File: src/rtl/vga_timing_pkg.sv
// Shared timing types, 640x480@60 defaults and small helpers for the VGA raster generator.
package vga_timing_pkg;

    // One raster axis: visible extent followed by front porch, sync pulse and back porch.
    typedef struct packed {
        int unsigned visible;
        int unsigned front;
        int unsigned sync;
        int unsigned back;
    } axis_timing_t;

    localparam axis_timing_t H_DEFAULT = '{visible: 640, front: 16, sync: 96, back: 48};
    localparam axis_timing_t V_DEFAULT = '{visible: 480, front: 10, sync: 2, back: 33};

    localparam int unsigned DEFAULT_SCALE_SHIFT = 1;
    localparam int unsigned FRAME_CNT_W         = 16;

    // Length of one full axis period in counter steps.
    function automatic int unsigned axis_total(axis_timing_t t);
        return t.visible + t.front + t.sync + t.back;
    endfunction

    // Coordinate width for a scaled extent; never narrower than one bit.
    function automatic int unsigned pos_width(int unsigned extent);
        return (extent <= 1) ? 1 : $clog2(extent);
    endfunction

endpackage

File: src/rtl/vga_timing_gen_if.sv
// Raster outputs from the timing generator towards the renderer and the VGA connector.
interface vga_timing_gen_if
    import vga_timing_pkg::*;
#(
    parameter int unsigned X_W = 9,
    parameter int unsigned Y_W = 8
);
    logic                   hsync_o;
    logic                   vsync_o;
    logic                   visible_o;
    logic [X_W-1:0]         position_x_o;
    logic [Y_W-1:0]         position_y_o;
    logic                   line_start_o;
    logic                   frame_start_o;
    logic [FRAME_CNT_W-1:0] frame_count_o;

    modport master (
        output hsync_o, vsync_o, visible_o, position_x_o, position_y_o,
               line_start_o, frame_start_o, frame_count_o
    );

    modport slave (
        input hsync_o, vsync_o, visible_o, position_x_o, position_y_o,
              line_start_o, frame_start_o, frame_count_o
    );
endinterface

File: src/rtl/vga_axis_counter.sv
// One raster axis: wrapping position counter with visible and sync decode.
// count_o, wrap_o and visible_o describe the value being loaded at the coming edge, so the
// parent can register anything derived from them in step with the counter.
module vga_axis_counter
    import vga_timing_pkg::*;
#(
    parameter axis_timing_t TIMING   = H_DEFAULT,
    parameter bit           SYNC_POL = 1'b0,
    localparam int unsigned TOTAL    = axis_total(TIMING),
    localparam int unsigned CNT_W    = $clog2(TOTAL)
) (
    input  logic             clk_i,
    input  logic             rst_i,
    input  logic             advance_i,
    output logic [CNT_W-1:0] count_o,
    output logic             wrap_o,
    output logic             visible_o,
    output logic             sync_o
);

    localparam logic [CNT_W-1:0] LAST       = CNT_W'(TOTAL - 1);
    localparam int unsigned      SYNC_START = TIMING.visible + TIMING.front;
    localparam int unsigned      SYNC_END   = SYNC_START + TIMING.sync;

    if (TIMING.visible == 0 || TIMING.front == 0 || TIMING.sync == 0 || TIMING.back == 0)
    begin : g_bad_timing
        $error("vga_axis_counter: visible, porch and sync extents must be non-zero");
    end

    logic [CNT_W-1:0] count_q, count_d;
    logic             sync_q, sync_d;

    assign wrap_o = advance_i && (count_q == LAST);

    // Next count and its decode.
    always_comb begin
        count_d = count_q;
        if (advance_i) begin
            count_d = (count_q == LAST) ? '0 : count_q + CNT_W'(1);
        end
        visible_o = 32'(count_d) < TIMING.visible;
        sync_d    = ((32'(count_d) >= SYNC_START) && (32'(count_d) < SYNC_END)) ? SYNC_POL
                                                                               : ~SYNC_POL;
    end

    // Counter and registered sync level; position 0 is never inside the sync pulse.
    always_ff @(posedge clk_i) begin
        if (rst_i) begin
            count_q <= '0;
            sync_q  <= ~SYNC_POL;
        end else begin
            count_q <= count_d;
            sync_q  <= sync_d;
        end
    end

    assign count_o = count_d;
    assign sync_o  = sync_q;

endmodule

File: src/rtl/vga_timing_gen.sv
// Parametrised VGA raster timing generator advancing on a pixel-clock enable.
module vga_timing_gen
    import vga_timing_pkg::*;
#(
    parameter int unsigned H_VISIBLE   = H_DEFAULT.visible,
    parameter int unsigned H_FRONT     = H_DEFAULT.front,
    parameter int unsigned H_SYNC      = H_DEFAULT.sync,
    parameter int unsigned H_BACK      = H_DEFAULT.back,
    parameter int unsigned V_VISIBLE   = V_DEFAULT.visible,
    parameter int unsigned V_FRONT     = V_DEFAULT.front,
    parameter int unsigned V_SYNC      = V_DEFAULT.sync,
    parameter int unsigned V_BACK      = V_DEFAULT.back,
    parameter bit          H_SYNC_POL  = 1'b0,
    parameter bit          V_SYNC_POL  = 1'b0,
    parameter int unsigned SCALE_SHIFT = DEFAULT_SCALE_SHIFT,
    localparam int unsigned X_W        = pos_width(H_VISIBLE >> SCALE_SHIFT),
    localparam int unsigned Y_W        = pos_width(V_VISIBLE >> SCALE_SHIFT)
) (
    input  logic             clk_i,
    input  logic             rst_i,
    input  logic             pixel_en_i,
    vga_timing_gen_if.master vga_o
);

    localparam axis_timing_t H_TIMING =
        '{visible: H_VISIBLE, front: H_FRONT, sync: H_SYNC, back: H_BACK};
    localparam axis_timing_t V_TIMING =
        '{visible: V_VISIBLE, front: V_FRONT, sync: V_SYNC, back: V_BACK};
    localparam int unsigned  H_CNT_W  = $clog2(axis_total(H_TIMING));
    localparam int unsigned  V_CNT_W  = $clog2(axis_total(V_TIMING));

    if (SCALE_SHIFT > 3) begin : g_bad_scale
        $error("vga_timing_gen: SCALE_SHIFT must be in 0..3");
    end

    logic [H_CNT_W-1:0] h_count;
    logic [V_CNT_W-1:0] v_count;
    logic               h_wrap, v_wrap, h_visible, v_visible, hsync, vsync;

    vga_axis_counter #(
        .TIMING   (H_TIMING),
        .SYNC_POL (H_SYNC_POL)
    ) u_h_axis (
        .clk_i     (clk_i),
        .rst_i     (rst_i),
        .advance_i (pixel_en_i),
        .count_o   (h_count),
        .wrap_o    (h_wrap),
        .visible_o (h_visible),
        .sync_o    (hsync)
    );

    // The vertical axis steps once per completed line.
    vga_axis_counter #(
        .TIMING   (V_TIMING),
        .SYNC_POL (V_SYNC_POL)
    ) u_v_axis (
        .clk_i     (clk_i),
        .rst_i     (rst_i),
        .advance_i (h_wrap),
        .count_o   (v_count),
        .wrap_o    (v_wrap),
        .visible_o (v_visible),
        .sync_o    (vsync)
    );

    logic                   visible_q, visible_d;
    logic [X_W-1:0]         pos_x_q, pos_x_d;
    logic [Y_W-1:0]         pos_y_q, pos_y_d;
    logic                   line_start_q, line_start_d;
    logic                   frame_start_q, frame_start_d;
    logic [FRAME_CNT_W-1:0] frame_count_q, frame_count_d;

    // Decode positions and strobes from the counter values about to be loaded.
    always_comb begin
        visible_d     = h_visible && v_visible;
        pos_x_d       = visible_d ? X_W'(h_count >> SCALE_SHIFT) : '0;
        pos_y_d       = visible_d ? Y_W'(v_count >> SCALE_SHIFT) : '0;
        line_start_d  = h_wrap;
        frame_start_d = h_wrap && v_wrap;
        frame_count_d = frame_start_d ? frame_count_q + FRAME_CNT_W'(1) : frame_count_q;
    end

    // Output registers; reset puts the raster at (0,0), which is visible.
    always_ff @(posedge clk_i) begin
        if (rst_i) begin
            visible_q     <= 1'b1;
            pos_x_q       <= '0;
            pos_y_q       <= '0;
            line_start_q  <= 1'b0;
            frame_start_q <= 1'b0;
            frame_count_q <= '0;
        end else begin
            visible_q     <= visible_d;
            pos_x_q       <= pos_x_d;
            pos_y_q       <= pos_y_d;
            line_start_q  <= line_start_d;
            frame_start_q <= frame_start_d;
            frame_count_q <= frame_count_d;
        end
    end

    assign vga_o.hsync_o       = hsync;
    assign vga_o.vsync_o       = vsync;
    assign vga_o.visible_o     = visible_q;
    assign vga_o.position_x_o  = pos_x_q;
    assign vga_o.position_y_o  = pos_y_q;
    assign vga_o.line_start_o  = line_start_q;
    assign vga_o.frame_start_o = frame_start_q;
    assign vga_o.frame_count_o = frame_count_q;

endmodule
File: src/flat_wrapper.sv
// flat-port wrapper written by rule: the top's interface ports become plain ports
module vga_timing_gen_flat import vga_timing_pkg::*;
#(
    parameter int unsigned H_VISIBLE   = H_DEFAULT.visible,
    parameter int unsigned H_FRONT     = H_DEFAULT.front,
    parameter int unsigned H_SYNC      = H_DEFAULT.sync,
    parameter int unsigned H_BACK      = H_DEFAULT.back,
    parameter int unsigned V_VISIBLE   = V_DEFAULT.visible,
    parameter int unsigned V_FRONT     = V_DEFAULT.front,
    parameter int unsigned V_SYNC      = V_DEFAULT.sync,
    parameter int unsigned V_BACK      = V_DEFAULT.back,
    parameter bit          H_SYNC_POL  = 1'b0,
    parameter bit          V_SYNC_POL  = 1'b0,
    parameter int unsigned SCALE_SHIFT = DEFAULT_SCALE_SHIFT,
    localparam int unsigned X_W        = pos_width(H_VISIBLE >> SCALE_SHIFT),
    localparam int unsigned Y_W        = pos_width(V_VISIBLE >> SCALE_SHIFT)
)
  (clk_i, rst_i, pixel_en_i, vga_o_hsync_o, vga_o_vsync_o, vga_o_visible_o, vga_o_position_x_o, vga_o_position_y_o, vga_o_line_start_o, vga_o_frame_start_o, vga_o_frame_count_o);
  vga_timing_gen_if vga_o_i ();
  input  logic clk_i;
  input  logic rst_i;
  input  logic pixel_en_i;
  output wire logic [$bits(vga_o_i.hsync_o)-1:0] vga_o_hsync_o;
  output wire logic [$bits(vga_o_i.vsync_o)-1:0] vga_o_vsync_o;
  output wire logic [$bits(vga_o_i.visible_o)-1:0] vga_o_visible_o;
  output wire logic [$bits(vga_o_i.position_x_o)-1:0] vga_o_position_x_o;
  output wire logic [$bits(vga_o_i.position_y_o)-1:0] vga_o_position_y_o;
  output wire logic [$bits(vga_o_i.line_start_o)-1:0] vga_o_line_start_o;
  output wire logic [$bits(vga_o_i.frame_start_o)-1:0] vga_o_frame_start_o;
  output wire logic [$bits(vga_o_i.frame_count_o)-1:0] vga_o_frame_count_o;
  assign vga_o_hsync_o = vga_o_i.hsync_o;
  assign vga_o_vsync_o = vga_o_i.vsync_o;
  assign vga_o_visible_o = vga_o_i.visible_o;
  assign vga_o_position_x_o = vga_o_i.position_x_o;
  assign vga_o_position_y_o = vga_o_i.position_y_o;
  assign vga_o_line_start_o = vga_o_i.line_start_o;
  assign vga_o_frame_start_o = vga_o_i.frame_start_o;
  assign vga_o_frame_count_o = vga_o_i.frame_count_o;
  vga_timing_gen #(.H_VISIBLE(H_VISIBLE), .H_FRONT(H_FRONT), .H_SYNC(H_SYNC), .H_BACK(H_BACK), .V_VISIBLE(V_VISIBLE), .V_FRONT(V_FRONT), .V_SYNC(V_SYNC), .V_BACK(V_BACK), .H_SYNC_POL(H_SYNC_POL), .V_SYNC_POL(V_SYNC_POL), .SCALE_SHIFT(SCALE_SHIFT)) u_core (.clk_i(clk_i), .rst_i(rst_i), .pixel_en_i(pixel_en_i), .vga_o(vga_o_i));
endmodule
File: config.mk
export PLATFORM = sky130hd
export DESIGN_NAME = vga_timing_gen_flat
export DESIGN_NICKNAME = d
export VERILOG_FILES = /design/src/rtl/vga_timing_pkg.sv /design/src/rtl/vga_timing_gen_if.sv /design/src/rtl/vga_axis_counter.sv /design/src/rtl/vga_timing_gen.sv /design/src/flat_wrapper.sv
export SDC_FILE = /design/constraint.sdc
export NUM_CORES = 1
export LEC_CHECK = 0
export BUFFER_PORTS_ARGS = -buffer_cell sky130_fd_sc_hd__buf_2
export CORE_AREA = 10 10 85 87
export DETAILED_ROUTE_END_ITERATION = 8
export DIE_AREA = 0 0 95 97
export HOLD_SLACK_MARGIN = 0.08
export RECOVER_POWER = 25
export SLEW_MARGIN = 10
export SYNTH_ARGS = -nofsm -noshare
export SYNTH_HDL_FRONTEND = slang
export SYNTH_SLANG_ARGS = --single-unit
File: constraint.sdc
create_clock -name clk_i -period 2.5 [get_ports clk_i]
set_input_delay 0.25 -clock clk_i [delete_from_list [all_inputs] [get_ports clk_i]]
set_output_delay 0.25 -clock clk_i [all_outputs]
set_load 0.02 [all_outputs]
==> results of run 1 <==
flip-flops by register name, indices dropped and copies added, names as in the netlist:
signal                      flops
u_core.vga_o.frame_count_o     16
u_core.vga_o.visible_o          1
u_core.u_h_axis.sync_o          1
u_core.vga_o.position_x_o       9
u_core.vga_o.frame_start_o      1
u_core.u_v_axis.count_q        10
u_core.vga_o.line_start_o       1
u_core.vga_o.position_y_o       8
u_core.u_v_axis.sync_o          1
u_core.u_h_axis.count_q        10
layout make-up:
type                       instances  share of cell area
multi-input combinational        191               0.427
sequential                        58               0.406
timing repair buffer              48              0.0817
clock buffer                      12              0.0472
tap                               72              0.0315
inverter                           4             0.00524
clock inverter                     1             0.00175
final timing paths:
| kind | depth (start not counted) | slack (ns) | endpoint |
|---|---|---|---|
| max | 8 | 0.21 | u_core.u_v_axis.sync_o |
| min | 3 | 0.30 | u_core.u_h_axis.count_q[0] |
| max reg2reg | 8 | 0.21 | u_core.u_v_axis.sync_o |
| min reg2reg | 2 | 0.52 | u_core.vga_o.frame_count_o[1] |
logic make-up (layout without fill, tap and decap cells):
| kind of cell | after synthesis | count (layout) | share of synthesized area |
|---|---|---|---|
| AND/OR/NAND/NOR | 132 | 132 | 0.310 |
| flip-flops | 58 | 58 | 0.479 |
| buffers and inverters | 15 | 65 | 0.0279 |
| XOR/XNOR | 20 | 20 | 0.0722 |
| adder cells (fa/ha/maj) | 4 | 4 | 0.0206 |
| AO/OA/AOI/OAI | 35 | 35 | 0.0908 |
per-layer routing:
layer,wire (microns),global-route usage,part of all wire
met1,2650,0.153,0.50
met2,2180,0.173,0.41
met3,389,0.0401,0.074
met4,64,0.0515,0.012
met5,0,0,0
layout by cell type, fill, tap and decap left out, types with 9 or more instances in the layout:
| cell | n |
|---|---|
| nand3_1 | 12 |
| nor3_1 | 23 |
| nand2_1 | 15 |
| a21oi_1 | 10 |
| buf_2 | 16 |
| dfxtp_1 | 58 |
| xor2_1 | 13 |
| nor2_1 | 36 |
| clkbuf_8 | 9 |
| o21ai_0 | 9 |
| nand4_1 | 12 |
| clkbuf_1 | 27 |
per-stage QoR:
step           instance area [sq um]  std cells
2_1_floorplan                   2420        264
3_3_place_gp                    2720        373
3_5_place_dp                    2720        373
4_1_cts                         2860        386
5_1_grt                         2860        386
6_report                        2860        386
worst reg2reg max path: cells and delay by family, from the launching register on:
kind	cells	cell delay, ns
adder cells (fa/ha/maj)	1	0.25
flip-flops	1	0.40
AO/OA/AOI/OAI	1	0.32
AND/OR/NAND/NOR	5	0.99
buffers and inverters	1	0.22
power groups by stage:
stage	clock network, W	registers (W)	logic (W)
finish	0.000657	0.000938	0.0000539
global route	0.000727	0.000938	0.0000602
CTS	0.000680	0.000937	0.0000548
detailed placement	0	0.000958	0.0000546
global placement	0	0.000957	0.0000546
floorplan	0	0.000961	0.0000341
==> summary.txt, run 1 <==
================================================================================
Logic gate share of total power ...................................        0.033
Worst setup path startpoint ....................................... u_core.u_h_axis.count_q[0]
Final core utilization ............................................        0.523
Worst max-slew margin expressed relative to the limit .............        0.493
Number of antenna violations at the first check in global routing .            0
CP max-delay cell .................................................      dfxtp_1
# port buffers ....................................................           40
Worst stage delay on the critical path ............................      0.40 ns
Most common cell in the synthesized netlist .......................      dfxtp_1
Via count .........................................................        2,003
Antenna-violating nets left .......................................            0
Vertical die dimension ............................................   97 microns
Transition time of the tightest slew-check pin ....................     0.761 ns
Layout overhead on the synthesized area ...........................        18.1%
Count of fill cells added during filler insertion .................          538
Number of max-capacitance violations reported .....................            0
Starting density of the core ......................................        0.443
Worst setup slack before clock tree synthesis .....................     0.165 ns
Worst setup margin ................................................     0.206 ns
Leakage power of the design .......................................      1.06 nW
Unique cell type count in the Yosys netlist .......................           44
Post-route fraction of the period consumed by the critical path ...        0.918
Area share of the largest cell type after synthesis ...............        0.479
Status ............................................................    completed
PwrDens ...........................................................  576 nW/um^2
Floorplan Core Area ...............................................   5470 sq um
First-pass DRT Iterations .........................................            4
GR Overflow Total .................................................            0
Total area of multi-input combinational cells .....................   1220 sq um
Deepest clock path buffer count ...................................            2
# DRC .............................................................            0
Post-Synthesis Cell Area ..........................................   2420 sq um
Source of the worst register-to-register timing path .............. u_core.u_h_axis.count_q[0]
Number of global-route vias before repair .........................        1,946
Fin Hold WS .......................................................     0.301 ns
Aggregate global-route resource usage .............................        0.118
Unrepaired setup endpoints after global routing ...................        false
Synth Register Bits ...............................................           58
Post-synth top flop ...............................................      dfxtp_1
First-pass GRT wire length ........................................ 9080 microns
Number of buffers inserted by hold repair at cts ..................            0
Worst Path Buf+Inv ................................................            1
Family with the most delay on the worst path ...................... simple AND/OR/NAND/NOR gates
CTS Root Buffer Type ..............................................     clkbuf_8
Worst Setup Path Type ............................................. flip-flop to flip-flop
Number of buffers created by CTS ..................................            9
Endpoint required time on the critical path .......................      2.69 ns
Sequential-to-total area share from yosys stat ....................        0.479
Number of I/O pins ................................................           41
Reg power frac ....................................................        0.569
Number of enable-type register cells in the synthesized netlist ...            0
Row cnt ...........................................................           27
# setup viols final ...............................................            0
Total die area ....................................................   9220 sq um
Largest cells by area after synthesis ............................. dfxtp_1 48%, nor2_1 5.6%, nor3_1 4.7%, xor2_1 4.7%, nand4_1 3.1%
Number of H-tree levels ...........................................            3
Fin Clk Skew ......................................................   0.00529 ns
Max IR drop VDD ...................................................     0.403 mV
Switching share of power ..........................................        0.216
Source of the worst hold timing path ..............................   pixel_en_i
Critical Path Start Type ..........................................    flip-flop
Internal power ....................................................    0.00129 W
Setup TNS Final ...................................................         0 ns
Synthesis warning total ...........................................            0
Clock transition at path regs .....................................      0.06 ns
CTS tree ..........................................................         done
Critical path capture point type ..................................    flip-flop
Die Span X ........................................................   95 microns
Final number of hold-violating endpoints ..........................            0
DPL Wire Length ................................................... 3770 microns
Achievable Freq ...................................................    0.436 GHz
Post-cts gate resize count ........................................            0
Number of nets in the synthesized netlist .........................          271
Routed vias/inst ..................................................         5.19
Gpl congestion ....................................................        0.892
Final critical path time including I/O delays and setup ...........      2.29 ns
Antenna Diode Count ...............................................            0
Post-synth ARST share .............................................            0
Pin count of the biggest net entering global routing ..............           42
Sw Pwr ............................................................   0.000356 W
Total number of nets in the final design ..........................          319
Sink Count ........................................................           58
Critical Path AT ..................................................      2.49 ns
Detailed-route wire length per cell ............................... 13.7 microns
Setup Fix Bufs, Post-CTS ..........................................            0
Fraction of layout cells with a size suffix above 1 ...............        0.153
Cell Chain, Critical Path ......................................... ha_1, and2_2, and4_4, nand2_4, o31a_1, nor4_4, buf_6, nand4_4
Cell types with the highest counts after synthesis ................ 58 x dfxtp_1, 36 x nor2_1, 23 x nor3_1
Worst skew pair latency ...........................................      0.32 ns
Cells after synthesis .............................................          264
Sum of routed wire length over all layers ......................... 5280 microns
Per-instance average area after synthesis .........................   9.18 sq um
Clock power share .................................................        0.398
Biggest area consumer among synthesized cells .....................      dfxtp_1
DRT iter0 DRCs ....................................................          125
Area taken by flip-flops and latches ..............................   1160 sq um
Class of the tightest hold or removal check ....................... primary input to flip-flop
Largest fanout on the critical path ...............................           18
Number of max-slew violations in the final report .................            0
Total chip power ..................................................    0.00165 W
================================================================================
No activity file was read; power rests on OpenSTA's default activity.
==> run 2, diff against run 1 <==
- CELL_PAD_IN_SITES_DETAIL_PLACEMENT: unset -> 1
- CELL_PAD_IN_SITES_GLOBAL_PLACEMENT: unset -> 2
- CORE_AREA: 10 10 85 87 -> 10 10 96 98
- DIE_AREA: 0 0 95 97 -> 0 0 106 108
- PLACE_DENSITY: unset -> 0.79
- SKIP_CTS_REPAIR_TIMING: unset -> 1
==> summary.txt, run 2 (same netlist as run 1, synthesis figures left out) <==
================================================================================
PwrDens ...........................................................  573 nW/um^2   was 576 nW/um^2
Worst skew pair latency ...........................................      0.33 ns   was 0.32 ns
# DRC .............................................................            0   unchanged
Floorplan Core Area ...............................................   7450 sq um   was 5470 sq um
Final number of hold-violating endpoints ..........................            0   unchanged
DRT iter0 DRCs ....................................................           72   was 125
Setup TNS Final ...................................................         0 ns   unchanged
First-pass GRT wire length ........................................ 11,200 microns   was 9080 microns
Unrepaired setup endpoints after global routing ...................        false   unchanged
Critical path capture point type ..................................    flip-flop   unchanged
GR Overflow Total .................................................            0   unchanged
Number of max-capacitance violations reported .....................            0   unchanged
Detailed-route wire length per cell ............................... 15.8 microns   was 13.7 microns
Count of fill cells added during filler insertion .................          908   was 538
Pin count of the biggest net entering global routing ..............           42   unchanged
Antenna-violating nets left .......................................            0   unchanged
Flip-flop count of the largest register after layout ..............           16   unchanged
Worst max-slew margin expressed relative to the limit .............        0.442   was 0.493
Endpoint required time on the critical path .......................      2.71 ns   was 2.69 ns
Achievable Freq ...................................................    0.426 GHz   was 0.436 GHz
Largest fanout on the critical path ...............................           15   was 18
Status ............................................................    completed   unchanged
CP max-delay cell .................................................       nor4_4   was dfxtp_1
Leakage power of the design .......................................      1.12 nW   was 1.06 nW
Fraction of layout cells with a size suffix above 1 ...............        0.178   was 0.153
Number of buffers created by CTS ..................................            9   unchanged
Number of global-route vias before repair .........................        2,185   was 1,946
Post-route fraction of the period consumed by the critical path ...        0.939   was 0.918
Highest-count cells in the layout ignoring fill and taps .......... 58 x dfxtp_1, 36 x nor2_1, 28 x clkbuf_1, 23 x nor3_1, 17 x buf_4   was 58 x dfxtp_1, 36 x nor2_1, 27 x clkbuf_1, 23 x nor3_1, 16 x buf_2
Total number of nets in the final design ..........................          329   was 319
Class of the tightest hold or removal check ....................... primary input to flip-flop   unchanged
Clock transition at path regs .....................................      0.06 ns   about the same
Die Span X ........................................................  106 microns   was 95 microns
CTS Root Buffer Type ..............................................     clkbuf_8   unchanged
Non-Filler Cell Area, Final .......................................   3000 sq um   was 2860 sq um
Row cnt ...........................................................           32   was 27
# port buffers ....................................................           40   unchanged
Number of H-tree levels ...........................................            3   unchanged
Layout overhead on the synthesized area ...........................        23.5%   was 18.1%
Antenna Diode Count ...............................................            0   unchanged
Routed vias/inst ..................................................         5.01   was 5.19
Sink Count ........................................................           58   unchanged
Total die area .................................................... 11,400 sq um   was 9220 sq um
Number of max-slew violations in the final report .................            0   unchanged
Number of antenna violations at the first check in global routing .            0   unchanged
CTS tree ..........................................................         done   unchanged
Fin Clk Skew ......................................................   0.00735 ns   was 0.00529 ns
Transition time of the tightest slew-check pin ....................     0.837 ns   was 0.761 ns
Aggregate global-route resource usage .............................        0.121   was 0.118
Max IR drop VDD ...................................................     0.188 mV   was 0.403 mV
Most common cell after layout, fill and taps aside ................      dfxtp_1   unchanged
Worst Setup Path Type ............................................. flip-flop to flip-flop   unchanged
Critical Path AT ..................................................      2.56 ns   was 2.49 ns
First-pass DRT Iterations .........................................            4   unchanged
Cell Chain, Critical Path ......................................... ha_1, and2_2, and4_4, nand2_4, o31a_1, nor4_4, buf_12, nand4_4   was ha_1, and2_2, and4_4, nand2_4, o31a_1, nor4_4, buf_6, nand4_4
Starting density of the core ......................................        0.326   was 0.443
Gpl congestion ....................................................        0.783   was 0.892
Area of placed instances ..........................................   2820 sq um   was 2720 sq um
Via count .........................................................        2,140   was 2,003
Critical Path Start Type ..........................................    flip-flop   unchanged
Worst stage delay on the critical path ............................      0.41 ns   was 0.40 ns
Number of I/O pins ................................................           41   unchanged
Deepest clock path buffer count ...................................            2   unchanged
# setup viols final ...............................................            0   unchanged
Vertical die dimension ............................................  108 microns   was 97 microns
Sum of routed wire length over all layers ......................... 6760 microns   was 5280 microns
DPL Wire Length ................................................... 4820 microns   was 3770 microns
Final critical path time including I/O delays and setup ...........      2.35 ns   was 2.29 ns
================================================================================
==> run 2: through the flow <==
stage,total power (W),hold WS [ns],worst slack [ns],util,cells
floorplan,0.000995,0.492,0.208,-,264
global placement,0.00102,0.487,0.149,0.378,409
detailed placement,0.00102,0.513,0.0403,0.378,409
CTS,0.00174,0.282,0.00385,0.399,423
global route,0.00181,0.322,0.0216,0.402,427
finish,0.00172,0.296,0.152,0.402,427
==> run 2: cell type report <==
cell class	count	area, sq um	share of cell area
Tap cell	102	128	0.0426
Sequential cell	58	1160	0.388
Timing Repair Buffer	58	318	0.106
Clock buffer	14	153	0.0510
Multi-Input combinational cell	191	1220	0.408
Inverter	4	15.0	0.00501
==> run 2: metal layers <==
| metal | share of wire | wire, microns | track usage |
|---|---|---|---|
| met3 | 0.036 | 245 | 0.0363 |
| met2 | 0.50 | 3360 | 0.194 |
| met4 | 0.0087 | 59 | 0.0377 |
| met1 | 0.46 | 3090 | 0.152 |
| met5 | 0 | 0 | 0 |
==> run 2: critical path, delay by kind of cell, from the launching register on <==
family | cells | cell delay, ns
AND/OR/NAND/NOR | 5 | 1.08
flip-flops | 1 | 0.39
AO/OA/AOI/OAI | 1 | 0.30
adder cells (fa/ha/maj) | 1 | 0.25
buffers and inverters | 1 | 0.20
==> run 2: final timing paths <==
| check | from | cells past startpoint | endpoint | slack, ns |
|---|---|---|---|---|
| worst max-delay path | u_core.u_h_axis.count_q[1] | 8 | u_core.u_v_axis.sync_o | 0.15 |
| worst min-delay path | pixel_en_i | 3 | u_core.u_h_axis.count_q[0] | 0.30 |
| worst max register to register | u_core.u_h_axis.count_q[1] | 8 | u_core.u_v_axis.sync_o | 0.15 |
| worst min register to register | u_core.vga_o.frame_count_o[9] | 2 | u_core.vga_o.frame_count_o[9] | 0.52 |
==> run 2: report_power, final <==
group | switching (W) | total (W) | internal [W]
logic | 0.0000399 | 0.0000618 | 0.0000219
clock network | 0.000339 | 0.000717 | 0.000378
registers | 0.00000471 | 0.000937 | 0.000932
total | 0.000384 | 0.00172 | 0.00133
==> run 3, diff against run 2 <==
- ABC_AREA: unset -> 1
- CORE_AREA: 10 10 96 98 -> 10 10 103 105
- DIE_AREA: 0 0 106 108 -> 0 0 113 115
==> summary.txt, run 3 <==
================================================================================
Synth Register Bits ...............................................           58   unchanged
GR Overflow Total .................................................            0   unchanged
Sw Pwr ............................................................   0.000415 W   was 0.000384 W
Die Span X ........................................................  113 microns   was 106 microns
Post-Synthesis Cell Area ..........................................   2660 sq um   was 2420 sq um
Antenna Diode Count ...............................................            0   unchanged
Setup TNS Final ...................................................         0 ns   unchanged
Floorplan Core Area ...............................................   8550 sq um   was 7450 sq um
Sequential-to-total area share from yosys stat ....................        0.437   was 0.479
Worst stage delay on the critical path ............................      0.38 ns   was 0.41 ns
Highest-count cells in the layout ignoring fill and taps .......... 71 x nand2_1, 67 x nor2_1, 58 x dfxtp_1, 43 x inv_1, 27 x nand3_1   was 58 x dfxtp_1, 36 x nor2_1, 28 x clkbuf_1, 23 x nor3_1, 17 x buf_4
Area share of the largest cell type after synthesis ...............        0.437   was 0.479
Largest fanout on the critical path ...............................           18   was 15
Sum of routed wire length over all layers ......................... 7290 microns   was 6760 microns
Cells after synthesis .............................................          362   was 264
Count of fill cells added during filler insertion .................        1,085   was 908
Critical path capture point type ..................................    flip-flop   unchanged
Worst setup margin ................................................     0.286 ns   was 0.152 ns
Number of nets in the synthesized netlist .........................          369   was 271
Unrepaired setup endpoints after global routing ...................        false   unchanged
Post-synth ARST share .............................................            0   unchanged
Number of max-slew violations in the final report .................            0   unchanged
Via count .........................................................        2,415   was 2,140
CP max-delay cell .................................................      dfxtp_1   was nor4_4
First-pass DRT Iterations .........................................            4   unchanged
Status ............................................................    completed   unchanged
Switching share of power ..........................................        0.236   was 0.224
Total number of nets in the final design ..........................          415   was 329
Antenna-violating nets left .......................................            0   unchanged
CTS tree ..........................................................         done   unchanged
Critical Path AT ..................................................      2.42 ns   was 2.56 ns
Synthesis warning total ...........................................            0   unchanged
Number of H-tree levels ...........................................            3   unchanged
Number of placed cells counting well taps .........................          505   was 409
Clock power share .................................................        0.444   was 0.418
Class of the tightest hold or removal check ....................... primary input to flip-flop   unchanged
Gpl congestion ....................................................        0.800   was 0.783
Worst setup slack before clock tree synthesis .....................     0.280 ns   was 0.0403 ns
Final number of hold-violating endpoints ..........................            0   unchanged
DRT iter0 DRCs ....................................................           49   was 72
Cell Chain, Critical Path ......................................... ha_1, nand2_2, nor2_8, nand2_4, nor2_8, nand2_1, nand2_1, nand2_1, nor2_1, nand2_1, nand3_4, nor2_1   was ha_1, and2_2, and4_4, nand2_4, o31a_1, nor4_4, buf_12, nand4_4
Pin count of the biggest net entering global routing ..............           28   was 42
Area of placed instances ..........................................   2960 sq um   was 2820 sq um
Reg power frac ....................................................        0.530   was 0.546
Largest cells by area after synthesis ............................. dfxtp_1 44%, nand2_1 10%, nor2_1 9.5%, inv_1 6.1%, nand3_1 5.1%   was dfxtp_1 48%, nor2_1 5.6%, nor3_1 4.7%, xor2_1 4.7%, nand4_1 3.1%
Fin Clk Skew ......................................................   0.00992 ns   was 0.00735 ns
CTS Root Buffer Type ..............................................     clkbuf_8   unchanged
Max IR drop VDD ...................................................     0.207 mV   was 0.188 mV
Non-filler instance count after layout ............................          520   was 427
Number of global-route vias before repair .........................        2,569   was 2,185
PwrDens ...........................................................  567 nW/um^2   was 573 nW/um^2
Endpoint required time on the critical path .......................      2.71 ns   about the same
Row cnt ...........................................................           34   was 32
Final core utilization ............................................        0.363   was 0.402
DPL Wire Length ................................................... 5440 microns   was 4820 microns
Number of max-capacitance violations reported .....................            0   unchanged
Achievable Freq ...................................................    0.452 GHz   was 0.426 GHz
Total die area .................................................... 13,000 sq um   was 11,400 sq um
Deepest clock path buffer count ...................................            2   unchanged
Number of antenna violations at the first check in global routing .            0   unchanged
Clock transition at path regs .....................................      0.06 ns   about the same
Transition time of the tightest slew-check pin ....................     0.494 ns   was 0.837 ns
Starting density of the core ......................................        0.311   was 0.326
Family with the most delay on the worst path ...................... simple AND/OR/NAND/NOR gates   unchanged
Worst Path Buf+Inv ................................................            0   was 1
# setup viols final ...............................................            0   unchanged
Number of buffers created by CTS ..................................            9   unchanged
Routed vias/inst ..................................................         4.64   was 5.01
Post-synth top flop ...............................................      dfxtp_1   unchanged
Unique cell type count in the Yosys netlist .......................           38   was 44
Detailed-route wire length per cell ............................... 14.0 microns   was 15.8 microns
Final critical path time including I/O delays and setup ...........      2.21 ns   was 2.35 ns
Per-instance average area after synthesis .........................   7.34 sq um   was 9.18 sq um
Layout overhead on the synthesized area ...........................        16.8%   was 23.5%
Cell types with the highest counts after synthesis ................ 71 x nand2_1, 67 x nor2_1, 58 x dfxtp_1   was 58 x dfxtp_1, 36 x nor2_1, 23 x nor3_1
Worst skew pair latency ...........................................      0.35 ns   was 0.33 ns
Worst Setup Path Type ............................................. flip-flop to flip-flop   unchanged
Worst max-slew margin expressed relative to the limit .............        0.667   was 0.442
Non-Filler Cell Area, Final .......................................   3100 sq um   was 3000 sq um
Flip-flop count of the largest register after layout ..............           16   unchanged
Sink Count ........................................................           58   unchanged
Number of enable-type register cells in the synthesized netlist ...            0   unchanged
# DRC .............................................................            0   unchanged
# port buffers ....................................................           40   unchanged
Number of I/O pins ................................................           41   unchanged
Aggregate global-route resource usage .............................        0.118   was 0.121
Logic gate share of total power ...................................        0.026   was 0.036
Leakage power of the design .......................................      1.39 nW   was 1.12 nW
Post-route fraction of the period consumed by the critical path ...        0.885   was 0.939
Internal power ....................................................    0.00134 W   was 0.00133 W
Most common cell on crit path .....................................      nand2_1
Fraction of layout cells with a size suffix above 1 ...............        0.148   was 0.178
Biggest area consumer among synthesized cells .....................      dfxtp_1   unchanged
Critical Path Start Type ..........................................    flip-flop   unchanged
Vertical die dimension ............................................  115 microns   was 108 microns
Most common cell after layout, fill and taps aside ................      nand2_1   was dfxtp_1
Most common cell in the synthesized netlist .......................      nand2_1   was dfxtp_1
First-pass GRT wire length ........................................ 12,500 microns   was 11,200 microns
================================================================================
-- run 3: final timing paths --
kind | start | to | cells after the start | slack (ns)
worst min-delay path | pixel_en_i | u_core.u_h_axis.count_q[0] | 2 | 0.25
worst max register to register | u_core.u_h_axis.count_q[0] | u_core.vga_o.position_x_o[5] | 12 | 0.29
worst max-delay path | u_core.u_h_axis.count_q[0] | u_core.vga_o.position_x_o[5] | 12 | 0.29
worst min register to register | u_core.vga_o.frame_count_o[4] | u_core.vga_o.frame_count_o[4] | 2 | 0.49
-- run 3: power groups by stage --
stage	combinational, W	sequential [W]	clock (W)
floorplan	0.0000324	0.000955	0
finish	0.0000455	0.000933	0.000782
detailed placement	0.0000479	0.000953	0
global placement	0.0000476	0.000953	0
CTS	0.0000482	0.000932	0.000801
global route	0.0000508	0.000932	0.000842
-- run 3: layout make-up --
class                      instances  area [sq um]  share of cell area
sequential                        58          1160               0.374
timing repair buffer              42           186              0.0601
inverter                          44           165              0.0532
tap                              108           135              0.0435
clock buffer                      12           155              0.0500
clock inverter                     3          15.0             0.00484
multi-input combinational        253          1290               0.414
-- run 3: per-stage QoR --
stage               power [W]  hold slack (ns)
floorplan            0.000988            0.468
global placement      0.00100            0.467
detailed placement    0.00100            0.478
CTS                   0.00178            0.240
global route          0.00182            0.276
finish                0.00176            0.250
-- run 3: per-layer routing --
metal | global-route usage | part of all wire
met5 | 0 | 0
met1 | 0.137 | 0.48
met4 | 0.0668 | 0.023
met2 | 0.194 | 0.45
met3 | 0.0307 | 0.044
-- run 3: cell families (layout without fill, tap and decap cells) --
family	Yosys count	in the layout	share of synthesized area
and+or+nand+nor	208	208	0.376
DFF	58	58	0.437
buffers and inverters	51	101	0.0795
AOI/OAI and AO/OA	38	38	0.0795
adders and majority gates	4	4	0.0188
xor gates and xnor gates	3	3	0.00988
